<file path="src/rtl/fp754_pkg.sv">
// Shared binary32 constants, normaliser state encoding, flag bit positions
// and a field-packing helper for the add/sub post-ALU stage.
package fp754_pkg;

   localparam int FP_EXP_W   = 8;
   localparam int FP_FRAC_W  = 23;
   localparam int FP_BIAS    = 127;
   localparam int FP_EXP_INF = 255;

   // out_flags bit positions: {ovf, uflow, zero}
   localparam int FLAG_ZERO  = 0;
   localparam int FLAG_UFLOW = 1;
   localparam int FLAG_OVF   = 2;
   localparam int FLAG_W     = 3;

   typedef enum logic [1:0] {
      ST_IDLE = 2'd0,
      ST_NORM = 2'd1,
      ST_DONE = 2'd2
   } fp_state_e;

   function automatic logic [31:0] fp_pack(input logic                 sign,
                                           input logic [FP_EXP_W-1:0]  exp,
                                           input logic [FP_FRAC_W-1:0] frac);
      return {sign, exp, frac};
   endfunction

endpackage

</file>
<file path="src/rtl/fp_normalize_round_if.sv">
// Operand/result bus of the normalise-and-round stage. Both sides are valid/ready:
// a transfer happens on a rising clk edge where valid && ready; valid holds its payload until then.
interface fp_normalize_round_if #(
   parameter int MANT_W = 24,
   parameter int EXP_W  = 8
);

   logic              in_valid;
   logic              in_ready;
   logic [MANT_W:0]   in_mant;
   logic [EXP_W-1:0]  in_exp;
   logic              in_sign;
   logic              out_valid;
   logic              out_ready;
   logic [31:0]       out_result;
   logic [2:0]        out_flags;

   modport master (
      output in_valid, in_mant, in_exp, in_sign, out_ready,
      input  in_ready, out_valid, out_result, out_flags
   );

   modport slave (
      input  in_valid, in_mant, in_exp, in_sign, out_ready,
      output in_ready, out_valid, out_result, out_flags
   );

endinterface

</file>
<file path="src/rtl/fp_normalize_round_fa_24.sv">
// Carry-propagate adder used as the round-to-nearest-even incrementer
// (b tied to zero, cin carries the round bit).
module fa_24 #(
   parameter int W = 24
) (
   input  logic [W-1:0] a,
   input  logic [W-1:0] b,
   input  logic         cin,
   output logic [W-1:0] sum,
   output logic         cout
);

   assign {cout, sum} = {1'b0, a} + {1'b0, b} + {{W{1'b0}}, cin};

endmodule

</file>
<file path="src/rtl/fp_normalize_round.sv">
// Iterative normalise + RNE round + binary32 pack, one operation in flight.
// Optional build macro FP_NORM_DENORM_EN: tiny results packed as denormals instead of signed zero.
module fp_normalize_round
   import fp754_pkg::*;
#(
   parameter int MANT_W = 24,
   parameter int EXP_W  = 8
) (
   input  logic                 clk,
   input  logic                 rst_n,
   fp_normalize_round_if.slave  bus,
   output fp_state_e            state_dbg
);

   // Signed working exponent, two bits wider so overflow/underflow never wrap.
   localparam int IEXP_W = EXP_W + 2;
   typedef logic signed [IEXP_W-1:0] iexp_t;
   localparam iexp_t EXP_ONE   = iexp_t'(1);
   localparam iexp_t EXP_TWO   = iexp_t'(2);
   localparam iexp_t EXP_INF_I = iexp_t'(FP_EXP_INF);

   fp_state_e           state, state_n;
   logic [MANT_W:0]     mant_q, mant_n;
   iexp_t               exp_q, exp_n;
   logic                sign_q, sign_n;
   logic [31:0]         result_q, result_n;
   logic [FLAG_W-1:0]   flags_q, flags_n;

   iexp_t               in_exp_i;
   logic                rnd_bit;
   logic [MANT_W-1:0]   fa_sum;
   logic                fa_cout;
   logic [MANT_W-1:0]   carry_mant;
   logic [MANT_W-1:0]   norm_mant;
   iexp_t               norm_exp;

   assign in_exp_i = (bus.in_exp == '0) ? EXP_ONE : $signed({2'b00, bus.in_exp});

   // Right shift drops one bit; with a single dropped bit every set bit is a tie, so round to even.
   assign rnd_bit = mant_q[0] & mant_q[1];

   fa_24 #(.W(MANT_W)) u_fa_24 (
      .a    (mant_q[MANT_W:1]),
      .b    ('0),
      .cin  (rnd_bit),
      .sum  (fa_sum),
      .cout (fa_cout)
   );

   // A rounding carry makes the value exactly 2^MANT_W: renormalise once more, no further rounding.
   assign carry_mant = fa_cout ? {fa_cout, fa_sum[MANT_W-1:1]} : fa_sum;

   always_comb begin
      norm_mant = mant_q[MANT_W-1:0];
      norm_exp  = exp_q;
      if (mant_q[MANT_W]) begin
         norm_mant = carry_mant;
         norm_exp  = exp_q + (fa_cout ? EXP_TWO : EXP_ONE);
      end
   end

   always_ff @(posedge clk or negedge rst_n) begin
      if (!rst_n) begin
         state    <= ST_IDLE;
         mant_q   <= '0;
         exp_q    <= '0;
         sign_q   <= 1'b0;
         result_q <= '0;
         flags_q  <= '0;
      end else begin
         state    <= state_n;
         mant_q   <= mant_n;
         exp_q    <= exp_n;
         sign_q   <= sign_n;
         result_q <= result_n;
         flags_q  <= flags_n;
      end
   end

   always_comb begin
      state_n  = state;
      mant_n   = mant_q;
      exp_n    = exp_q;
      sign_n   = sign_q;
      result_n = result_q;
      flags_n  = flags_q;
      case (state)
         ST_IDLE: begin
            if (bus.in_valid) begin
               mant_n  = bus.in_mant;
               exp_n   = in_exp_i;
               sign_n  = bus.in_sign;
               state_n = ST_NORM;
            end
         end
         ST_NORM: begin
            if (mant_q == '0) begin
               result_n           = '0;
               flags_n            = '0;
               flags_n[FLAG_ZERO] = 1'b1;
               state_n            = ST_DONE;
            end else if (norm_mant[MANT_W-1]) begin
               flags_n = '0;
               if (norm_exp >= EXP_INF_I) begin
                  result_n          = fp_pack(sign_q, '1, '0);
                  flags_n[FLAG_OVF] = 1'b1;
               end else begin
                  result_n = fp_pack(sign_q, norm_exp[FP_EXP_W-1:0], norm_mant[FP_FRAC_W-1:0]);
               end
               state_n = ST_DONE;
            end else if (exp_q > EXP_ONE) begin
               mant_n = {mant_q[MANT_W-1:0], 1'b0};
               exp_n  = exp_q - EXP_ONE;
            end else begin
               flags_n             = '0;
               flags_n[FLAG_UFLOW] = 1'b1;
`ifdef FP_NORM_DENORM_EN
               result_n = fp_pack(sign_q, '0, mant_q[FP_FRAC_W-1:0]);
`else
               result_n = {sign_q, 31'b0};
`endif
               state_n = ST_DONE;
            end
         end
         ST_DONE: begin
            if (bus.out_ready) state_n = ST_IDLE;
         end
         default: state_n = ST_IDLE;
      endcase
   end

   assign bus.in_ready   = (state == ST_IDLE);
   assign bus.out_valid  = (state == ST_DONE);
   assign bus.out_result = result_q;
   assign bus.out_flags  = flags_q;
   assign state_dbg      = state;

endmodule

</file>
<file path="src/flat_wrapper.sv">
// flat-port wrapper written by rule: the top's interface ports become plain ports
module fp_normalize_round_flat import fp754_pkg::*;
#(
   parameter int MANT_W = 24,
   parameter int EXP_W  = 8
)
  (clk, rst_n, state_dbg, bus_in_valid, bus_in_mant, bus_in_exp, bus_in_sign, bus_out_ready, bus_in_ready, bus_out_valid, bus_out_result, bus_out_flags);
  fp_normalize_round_if #(.MANT_W(MANT_W), .EXP_W(EXP_W)) bus_i ();
  input  logic clk;
  input  logic rst_n;
  output fp_state_e state_dbg;
  input wire logic [$bits(bus_i.in_valid)-1:0] bus_in_valid;
  input wire logic [$bits(bus_i.in_mant)-1:0] bus_in_mant;
  input wire logic [$bits(bus_i.in_exp)-1:0] bus_in_exp;
  input wire logic [$bits(bus_i.in_sign)-1:0] bus_in_sign;
  input wire logic [$bits(bus_i.out_ready)-1:0] bus_out_ready;
  output wire logic [$bits(bus_i.in_ready)-1:0] bus_in_ready;
  output wire logic [$bits(bus_i.out_valid)-1:0] bus_out_valid;
  output wire logic [$bits(bus_i.out_result)-1:0] bus_out_result;
  output wire logic [$bits(bus_i.out_flags)-1:0] bus_out_flags;
  assign bus_i.in_valid = bus_in_valid;
  assign bus_i.in_mant = bus_in_mant;
  assign bus_i.in_exp = bus_in_exp;
  assign bus_i.in_sign = bus_in_sign;
  assign bus_i.out_ready = bus_out_ready;
  assign bus_in_ready = bus_i.in_ready;
  assign bus_out_valid = bus_i.out_valid;
  assign bus_out_result = bus_i.out_result;
  assign bus_out_flags = bus_i.out_flags;
  fp_normalize_round #(.MANT_W(MANT_W), .EXP_W(EXP_W)) u_core (.clk(clk), .rst_n(rst_n), .bus(bus_i), .state_dbg(state_dbg));
endmodule
</file>
<file path="config.mk">
export PLATFORM = sky130hd
export DESIGN_NAME = fp_normalize_round_flat
export DESIGN_NICKNAME = d
export VERILOG_FILES = /design/src/rtl/fp754_pkg.sv /design/src/rtl/fp_normalize_round_if.sv /design/src/rtl/fp_normalize_round_fa_24.sv /design/src/rtl/fp_normalize_round.sv /design/src/flat_wrapper.sv
export SDC_FILE = /design/constraint.sdc
export NUM_CORES = 1
export LEC_CHECK = 0
export ABC_AREA = 1
export BUFFER_PORTS_ARGS = -buffer_cell sky130_fd_sc_hd__buf_2
export CORE_ASPECT_RATIO = 1.25
export CORE_MARGIN = 2
export CORE_UTILIZATION = 41
export DETAILED_ROUTE_END_ITERATION = 10
export PLACE_DENSITY_LB_ADDON = 0.1
export SLEW_MARGIN = 20
export SYNTH_ARGS = -nofsm -noshare
export SYNTH_HDL_FRONTEND = slang
export SYNTH_SLANG_ARGS = --single-unit
</file>
<file path="constraint.sdc">
create_clock -name clk -period 4.15 [get_ports clk]
set_input_delay 0.2075 -clock clk [delete_from_list [all_inputs] [get_ports clk]]
set_output_delay 0.2075 -clock clk [all_outputs]
set_load 0.02 [all_outputs]
</file>
# After elaboration in Yosys (flattened, before gate mapping)
# Cells that the tools add are included.
dict set report word_totals {
  ff_bits 73
  input_bits 38
  output_inout_bits 39
  wordCells 58
}
dict set report op_classes {
  addsub 3
  order_cmp 2
  eq_ne 9
  mux 29
  bitwise_logic 1
  n_reduce_logical 8
}
# operator count
set ops {}
lappend ops {{2-to-1 mux 25 bit} 4}
lappend ops {{2-to-1 mux 32 bit} 3}
lappend ops {{2-to-1 mux 10 bit} 5}
lappend ops {{one-hot mux 25 bit (2 select lines)} 1}
lappend ops {{2-to-1 mux 24 bit} 2}
lappend ops {{2-to-1 mux 31 bit} 1}
lappend ops {{adder 24 x 1 -> 25 bit} 1}
lappend ops {{logical NOT 25 bit} 1}
lappend ops {{one-hot mux 10 bit (2 select lines)} 1}
lappend ops {{2-to-1 mux 2 bit} 6}
lappend ops {{adder 10 bit} 1}
lappend ops {{greater-or-equal comparator 10 x 9 -> 1 bit (second input constant)} 1}
lappend ops {{greater-than comparator 10 x 2 -> 1 bit (second input constant)} 1}
lappend ops {{subtractor 10 x 2 -> 10 bit (second input constant)} 1}
lappend ops {{2-to-1 mux 3 bit} 3}
lappend ops {{logical NOT 8 bit} 1}
lappend ops {{2-to-1 mux 8 bit} 1}
lappend ops {{!= test 2 bit (second input constant)} 4}
lappend ops {{one-hot mux 2 bit (3 select lines)} 1}
lappend ops {{AND reduction 5 bit} 1}
lappend ops {{!= test 4 x 2 -> 1 bit (second input constant)} 1}
lappend ops {{AND reduction 2 bit} 2}
lappend ops {{!= test 3 x 1 -> 1 bit (second input constant)} 1}
lappend ops {{AND reduction 3 bit} 1}
lappend ops {{7 further kinds} 7}

# Logic depth before layout (Yosys ltp)
# Gate-level depths: netlist of run 1.
dict set report logic_depth {
  depth_word 9
  mapped_depth 23
}

# Cells and area by module
# Synthesis of run 1 repeated with hierarchy kept, for this count alone.
dict set report hier_totals {
  cells_unflattened 1046
  hier_area_um2 6344.8
}
# mod instances cells_each area_each_um2
set by_module_without_submodules {}
lappend by_module_without_submodules {fp_normalize_round 1 683 4566.9}
lappend by_module_without_submodules {fa_24 1 363 1778.0}

# Worst setup path after synthesis of run 1
# No wires, ideal clock.
dict set report synth_timing {
  path_type {register -> register}
  from {register u_core.mant_q[0]}
  to {register u_core.result_q[15], in the netlist u_core.bus.out_result[15]}
  setup_ps 65
  arrival_time_ps 3222
  path_slack_ps 863
  stages_incl_launch_ff 23
  path_buffers 1
  cell_sequence {dfrtp_1 -> nand2_1 -> inv_1 -> ha_1 -> nand2_1 -> nor2_4 -> nand3_1 -> nor3_4 -> inv_1 -> ha_1 -> fa_1 -> nand3_1 -> inv_1 -> nand3_1 -> nor2_1 -> nand2_1 -> nand2_1 -> inv_1 -> nand2_2 -> a21oi_2 -> buf_6 -> nand3_1 -> nand2_1}
}
dict set report synth_between {
  elab_chain_cells 9
  elab_cells_between_ends 14
  classes_between {add/sub: 2; order compare: 1; eq/ne: 1; mux: 7; bitwise: 1; reduce/logical: 2}
}
# item line
set synth_rtl {}
lappend synth_rtl {{from (decl)} fp_normalize_round.sv:23} ;# logic [MANT_W:0] mant_q, mant_n;
lappend synth_rtl {{from (signal assigned)} fp_normalize_round.sv:72} ;# mant_q <= mant_n;
lappend synth_rtl {{AND 1 bit} fp_normalize_round.sv:40} ;# assign rnd_bit = mant_q[0] & mant_q[1];
lappend synth_rtl {{adder 24 x 1 -> 25 bit} fp_normalize_round_fa_24.sv:13} ;# assign {cout, sum} = {1'b0, a} + {1'b0, b} + {{W{1'b0}}, cin};
lappend synth_rtl {{2-to-1 mux 2 bit} fp_normalize_round.sv:58} ;# norm_exp = exp_q + (fa_cout ? EXP_TWO : EXP_ONE);
lappend synth_rtl {{adder 10 bit} fp_normalize_round.sv:58}
lappend synth_rtl {{2-to-1 mux 10 bit} fp_normalize_round.sv:56} ;# if (mant_q[MANT_W]) begin
lappend synth_rtl {{greater-or-equal comparator 10 x 9 -> 1 bit} fp_normalize_round.sv:104} ;# if (norm_exp >= EXP_INF_I) begin
lappend synth_rtl {{2-to-1 mux 31 bit} fp_normalize_round.sv:104}
lappend synth_rtl {{2-to-1 mux 32 bit} fp_normalize_round.sv:102} ;# end else if (norm_mant[MANT_W-1]) begin
lappend synth_rtl {{2-to-1 mux 32 bit} fp_normalize_round.sv:97} ;# if (mant_q == '0) begin
lappend synth_rtl {{to (signal assigned)} fp_normalize_round.sv:75} ;# result_q <= result_n;
lappend synth_rtl {{to (decl)} fp_normalize_round.sv:26} ;# logic [31:0] result_q, result_n;
# Parallel ways exist; a longest one is shown, timed or not.
# A chain may end at the register's enable or synchronous reset.

# Worst setup path after layout of run 1
dict set report layout_timing {
  from {register u_core.mant_q[0]}
  to {register u_core.result_q[3], in the netlist u_core.bus.out_result[3]}
}
# The elaborated chain is that of the path after synthesis.

==> results.json, run 1 <==
{
  "synthFlopType": "dfrtp_1",
  "h-tree-depth": 3,
  "die_y_um": 127,
  "synth_fp_nets": 784,
  "finalNetCount": 853,
  "root_buffer": "clkbuf_16",
  "io_buffers": 76,
  "post_cts_buffers": 0,
  "worstHoldPathType": "in2reg",
  "drtIter0Drc": 293,
  "fmax_mhz": 276,
  "whs_path_depth": 2,
  "drt-met1-wl_mm": 6.28,
  "gp_congestion": 0.925,
  "area_growth_pct": 16.6,
  "clk_pin_slew_ns": 0.06,
  "nFillCells": 1283,
  "mappedNetlistArea_um2": 4950,
  "clock-sinks": 73,
  "die_w_um": 102,
  "worstSetupPathType": "reg2reg",
  "overflow": 0,
  "grt_pass1_wl_mm": 24.4,
  "finClkSkew_ns": 0.00845,
  "postRouteAntennaNets": 0,
  "whs_ns": 0.0411,
  "avgSynthCellArea_um2": 6.69,
  "yosys_register_bits": 73,
  "vias": 5054,
  "r2r_start": "u_core.mant_q[0]",
  "status": "finished, final reports clean",
  "setup-violations-final": 0,
  "tightest_slew_ns": 0.823,
  "dpl.hpwl_mm": 11.8,
  "dr.pass1.iters": 5,
  "reg2reg_depth": 21,
  "synth_warnings": 0,
  "regToRegEndpoint": "u_core.bus.out_result[3]",
  "setup_tns_ns": 0,
  "hold_viol_final": 0,
  "r2r_setup_slack_ns": 0.53,
  "wire_per_inst_um": 15.7,
  "drv_slew": 0,
  "grtUsageTotal_pct": 24.7,
  "grt_antenna_before_repair": 0,
  "core_um2": 11700,
  "ioPinCount": 77,
  "hp-start": "bus_out_ready",
  "synth-async-reset-ratio_pct": 100,
  "crit_required_ns": 4.36,
  "period_share_pct": 87.3,
  "numCtsBuffers": 9,
  "cts_tree": "done",
  "wl_met3_um": 587,
  "worstSkewPairLatency_ns": 0.34,
  "synth_cells": 740,
  "rsz0062_at_grt": "no",
  "worst-path-max-fanout": 11,
  "drv_cap": 0,
  "grt_pass1_vias": 4729,
  "p_per_area_nw_per_um2": 790,
  "fin_crit_ns": 3.62,
  "dieArea_um2": 13000,
  "ir_drop_mv": 0.511,
  "end_kind": "flip-flop",
  "cts_max_path_buffers": 2,
  "wirelength_mm": 15.4,
  "grt_max_degree": 47,
  "synth_edf_count": 0,
  "max_slew_margin_pct": 45.1,
  "leakage_uw": 0.00294,
  "diodes": 0,
  "drive_gt1_share_pct": 17.1,
  "crit_arrival_ns": 3.83,
  "yosysSeqAreaShare_pct": 36.9,
  "start_util_pct": 42.4,
  "start_kind": "flip-flop",
  "via_per_inst": 5.18,
  "whs_endpoint": "u_core.state_dbg[1]",
  "synth.distinct_cells": 34,
  "drc_errors": 0,
  "rows": 44,
  "top_layer_used": "met4",
  "dr_wl_met2_mm": 8.07
}
==> state kept, by name, summed over array words and instances, names as in the netlist <==
| name | cells |
|---|---|
| u_core.sign_q | 1 |
| u_core.bus.out_result | 32 |
| u_core.bus.out_flags | 3 |
| u_core.exp_q | 10 |
| u_core.mant_q | 25 |
| u_core.state_dbg | 2 |
==> metrics by stage <==
step           setup slack [ns]  power [uW]  util (%)  instances  instance area [um^2]
3_5_place_dp              0.491        3720      46.6        958                  5440
6_report                  0.529        4560      49.5        975                  5770
2_1_floorplan             0.863        3020         -        740                  4950
5_1_grt                   0.184        4950      49.5        975                  5770
4_1_cts                   0.446        4590      49.4        975                  5770
3_3_place_gp              0.593        3710      46.6        958                  5440
==> layout by cell type (no fill, tap or decap), types with 11 or more instances in the layout <==
cell type and count:
nand4_1 11, dfrtp_1 73, a21oi_1 19, o21ai_0 69
buf_2 76, nand2_1 262, inv_1 65, o21ai_2 14
nand3_1 54, xor2_1 12, nor2_1 73
==> worst max-delay path by stage <==
| stage | startpoint | to | slack, ns | cells after the start |
|---|---|---|---|---|
| floorplan | u_core.mant_q[0] | u_core.bus.out_result[15] | 0.86 | 22 |
| global placement | u_core.mant_q[0] | u_core.bus.out_result[7] | 0.59 | 21 |
| detailed placement | u_core.mant_q[0] | u_core.bus.out_result[8] | 0.49 | 21 |
| CTS | u_core.mant_q[0] | u_core.bus.out_result[8] | 0.45 | 19 |
| global route | u_core.mant_q[0] | u_core.bus.out_result[16] | 0.18 | 21 |
| finish | u_core.mant_q[0] | u_core.bus.out_result[3] | 0.53 | 21 |
==> timing repair <==
| action | CTS | global route |
|---|---|---|
| resized for setup | 0 | 1 |
| hold buffers | 1 | 0 |
| endpoints found under the setup margin | 0 | 2 |
| hold endpoints to repair | 32 | 0 |
==> cells by family after synthesis <==
group	count (synthesis)	share of synthesized area [%]
compound gates	121	13.8
xor+xnor	12	2.12
fa+ha+maj	6	1.67
buf+inv	97	8.37
flops	73	36.9
simple gates	431	37.2
==> layer usage <==
layer | vias up | track usage [%]
met5 | - | 0
met4 | 0 | 8.63
met3 | 26 | 3.64
met2 | 137 | 43.7
met1 | 2373 | 30.1
li1 | 2518 | -
==> final cells by class <==
type                    instances  area (um^2)  area share (%)
clock buffers                  10          229            3.97
clock inverters                 6         90.1            1.56
inverters                      71          267            4.62
multi-input cells             570         2720            47.1
flip-flops and latches         73         1830            31.6
well taps                     161          201            3.49
repair buffers                 84          443            7.67
==> power by group <==
| group | leakage, uW | internal [uW] | switching [uW] |
|---|---|---|---|
| combinational | 0.00186 | 718 | 1680 |
| sequential | 0.000931 | 1010 | 304 |
| clock | 0.000153 | 529 | 317 |
| total | 0.00294 | 2260 | 2300 |
==> critical path, stage by stage (launching register included) <==
cell,delay [ns]
dfrtp_1,0.37
nand2_1,0.12
inv_1,0.11
ha_1,0.19
nand2_1,0.12
nor2_4,0.18
nand3_1,0.21
nor3_4,0.18
inv_1,0.10
ha_1,0.21
fa_1,0.50
inv_1,0.04
nand2_1,0.05
nand2_1,0.09
nor2_1,0.09
nand3_1,0.07
nor2_1,0.10
nand3_1,0.09
nand2_2,0.18
nand2_1,0.27
nand2_1,0.16
o21ai_1,0.06
==> Yosys cell counts, types with 5 or more instances <==
library cell,instances,share of area (%)
nand2_1,262,20
dfrtp_1,73,37
nor2_1,73,5.5
o21ai_0,69,7.0
inv_1,65,4.9
nand3_1,54,5.5
a21oi_1,19,1.9
o21ai_2,14,2.5
xor2_1,12,2.1
clkbuf_1,11,0.83
nand4_1,11,1.4
o21ai_1,10,1.0
buf_2,8,0.81
nor3_1,7,0.71
nor2_2,6,0.76
buf_6,5,1.1
ha_1,5,1.3
No activity file was read; power rests on OpenSTA's default activity.
==> run 2, diff against run 1 <==
==> constraint.sdc (replaced) <==
create_clock -name clk -period 4.15 [get_ports clk]
set_input_delay 0.83 -clock clk [delete_from_list [all_inputs] [get_ports clk]]
set_output_delay 0.83 -clock clk [all_outputs]
set_load 0.02 [all_outputs]
==> run 2 against run 1 <==
  * Clock skew is 0.00074 ns lower
  * Cell count unchanged
  * Critical path depth is 1 lower
  * Register-to-register slack hardly changed
  * Sequential share of layout area rose by 0.096 points
  * Maximum frequency increased by 0.31%
  * Setup slack better by 0.011 ns
  * Critical path type unchanged
  * Largest power group unchanged
  * Highest routed layer unchanged
==> results.json, run 2 (same netlist as run 1, synthesis figures left out) <==
{
  "ctsHoldBuffers": 0,
  "drtIter0Drc": 301,
  "io_buffers": 76,
  "crit_path_frequent_cell": "nand2_1",
  "ioPinCount": 77,
  "drive_gt1_share_pct": 17.3,
  "internal_power_uw": 2220,
  "die_y_um": 127,
  "setup-violations-final": 0,
  "cp_num_buf_inv": 3,
  "diodes": 0,
  "finClkSkew_ns": 0.00771,
  "grtUsageTotal_pct": 25.4,
  "seq_power_share_pct": 28.9,
  "worstSkewPairLatency_ns": 0.35,
  "end_kind": "flip-flop",
  "drv_cap": 0,
  "gp_congestion": 0.929,
  "root_buffer": "clkbuf_16",
  "clk_pin_slew_ns": 0.06,
  "largest_reg_flops": 32,
  "start_kind": "flip-flop",
  "layout_commonest_cell": "nand2_1",
  "hold_viol_final": 0,
  "grt_antenna_before_repair": 0,
  "status": "finished, final reports clean",
  "worstSetupPathType": "reg2reg",
  "via_per_inst": 5.28,
  "crit_required_ns": 4.37,
  "drv_slew": 0,
  "swShare_pct": 51.1,
  "power_uw": 4530,
  "cpMaxStageDelayCell": "fa_1",
  "max_slew_margin_pct": 37.0,
  "final_cell_mix": "262 x nand2_1, 76 x buf_2, 73 x nor2_1, 73 x dfrtp_1, 69 x o21ai_0",
  "core_um2": 11700,
  "p_per_area_nw_per_um2": 788,
  "critPathTopFamily": "simple AND/OR/NAND/NOR gates",
  "h-tree-depth": 3,
  "tightest_slew_ns": 0.944,
  "r2r_start": "u_core.mant_q[0]",
  "hp-start": "u_core.bus.out_result[10]",
  "finalNetCount": 853,
  "wirelength_mm": 15.5,
  "period_share_pct": 87.0,
  "critPathMaxStageDelay_ns": 0.42,
  "vias": 5147,
  "grt_pass1_vias": 5074,
  "wire_per_inst_um": 15.8,
  "clkPwrFrac_pct": 17.7,
  "comb_power_share_pct": 53.4,
  "dr.pass1.iters": 5,
  "cp_cell_sequence": "nand2_1 -> inv_1 -> ha_1 -> nand2_1 -> nor2_4 -> nand3_1 -> nor3_4 -> inv_1 -> ha_1 -> fa_1 -> nand3_1 -> inv_1 -> nand3_1 -> nand2_1 -> nor2_1 -> nand3_1 -> nand2_2 -> nand2_1 -> nand2_1 -> o21ai_1",
  "fmax_mhz": 277,
  "die_w_um": 102,
  "grt_max_degree": 47,
  "postRouteAntennaNets": 0,
  "numCtsBuffers": 9,
  "ir_drop_mv": 0.596,
  "rows": 44,
  "fin_crit_ns": 3.61,
  "grt_pass1_wl_mm": 25.1,
  "cts_max_path_buffers": 2,
  "rsz0062_at_grt": "no",
  "dpl.hpwl_mm": 11.8,
  "dieArea_um2": 13000,
  "drc_errors": 0,
  "clock-sinks": 73,
  "overflow": 0,
  "area_growth_pct": 16.3,
  "leakage_uw": 0.00294,
  "critPathLaunch": "u_core.mant_q[0]",
  "switching_power_uw": 2320,
  "crit_arrival_ns": 3.83,
  "worstHoldPathType": "reg2reg",
  "setup_tns_ns": 0,
  "start_util_pct": 42.4,
  "cts_tree": "done",
  "worst-path-max-fanout": 11
}
[run 2: area by class of cell]
| type | count | area, um^2 |
|---|---|---|
| flip-flops and latches | 73 | 1830 |
| well taps | 161 | 201 |
| clock inverters | 6 | 65.1 |
| inverters | 71 | 267 |
| clock buffers | 10 | 239 |
| repair buffers | 84 | 440 |
| multi-input cells | 570 | 2720 |
| fillers | 1231 | 5920 |
[run 2: timing repair]
action                                  4_1_cts  5_1_grt
endpoints found under the setup margin        0        7
gates resized for setup                       0        1
setup buffers                                 0        0
[run 2: path summary, 6_finish.rpt]
path,endpoint,slack [ns],depth (start not counted)
max,u_core.bus.out_result[3],0.54,20
min,u_core.bus.out_result[10],0.47,2
max reg2reg,u_core.bus.out_result[3],0.54,20
min reg2reg,u_core.bus.out_result[10],0.47,2
max in group asynchronous,u_core.mant_q[22],2.72,2
min in group asynchronous,u_core.bus.out_result[7],0.63,1
[run 2: power groups by stage]
stage | clock, uW | combinational, uW | sequential [uW]
floorplan | 0 | 1630 | 1390
global placement | 0 | 2390 | 1320
detailed placement | 0 | 2410 | 1320
CTS | 817 | 2420 | 1310
global route | 846 | 2730 | 1350
finish | 803 | 2420 | 1310
[run 2: layer usage]
layer	vias up	share of wire (%)	track usage (%)
li1	2512	-	-
met3	49	4.3	3.09
met2	168	51	44.6
met5	-	0	0
met4	0	4.9	14.2
met1	2418	40	29.3
[run 2: worst register-to-register path, delay by kind of cell, from the launching register on]
kind | cells | cell delay [ns]
compound gates | 1 | 0.06
simple gates | 13 | 1.94
buf+inv | 3 | 0.28
fa+ha+maj | 3 | 0.81
flops | 1 | 0.38
[run 2: metrics by stage]
stage	setup WS, ns	instances	instance area [um^2]	hold slack [ns]	util, %
after floorplan	0.863	740	4950	0.443	-
after global placement	0.589	959	5440	0.454	46.6
after detailed placement	0.453	959	5440	0.464	46.6
after CTS	0.425	975	5750	0.479	49.2
after global routing	0.170	975	5760	0.502	49.3
final	0.540	975	5760	0.474	49.3
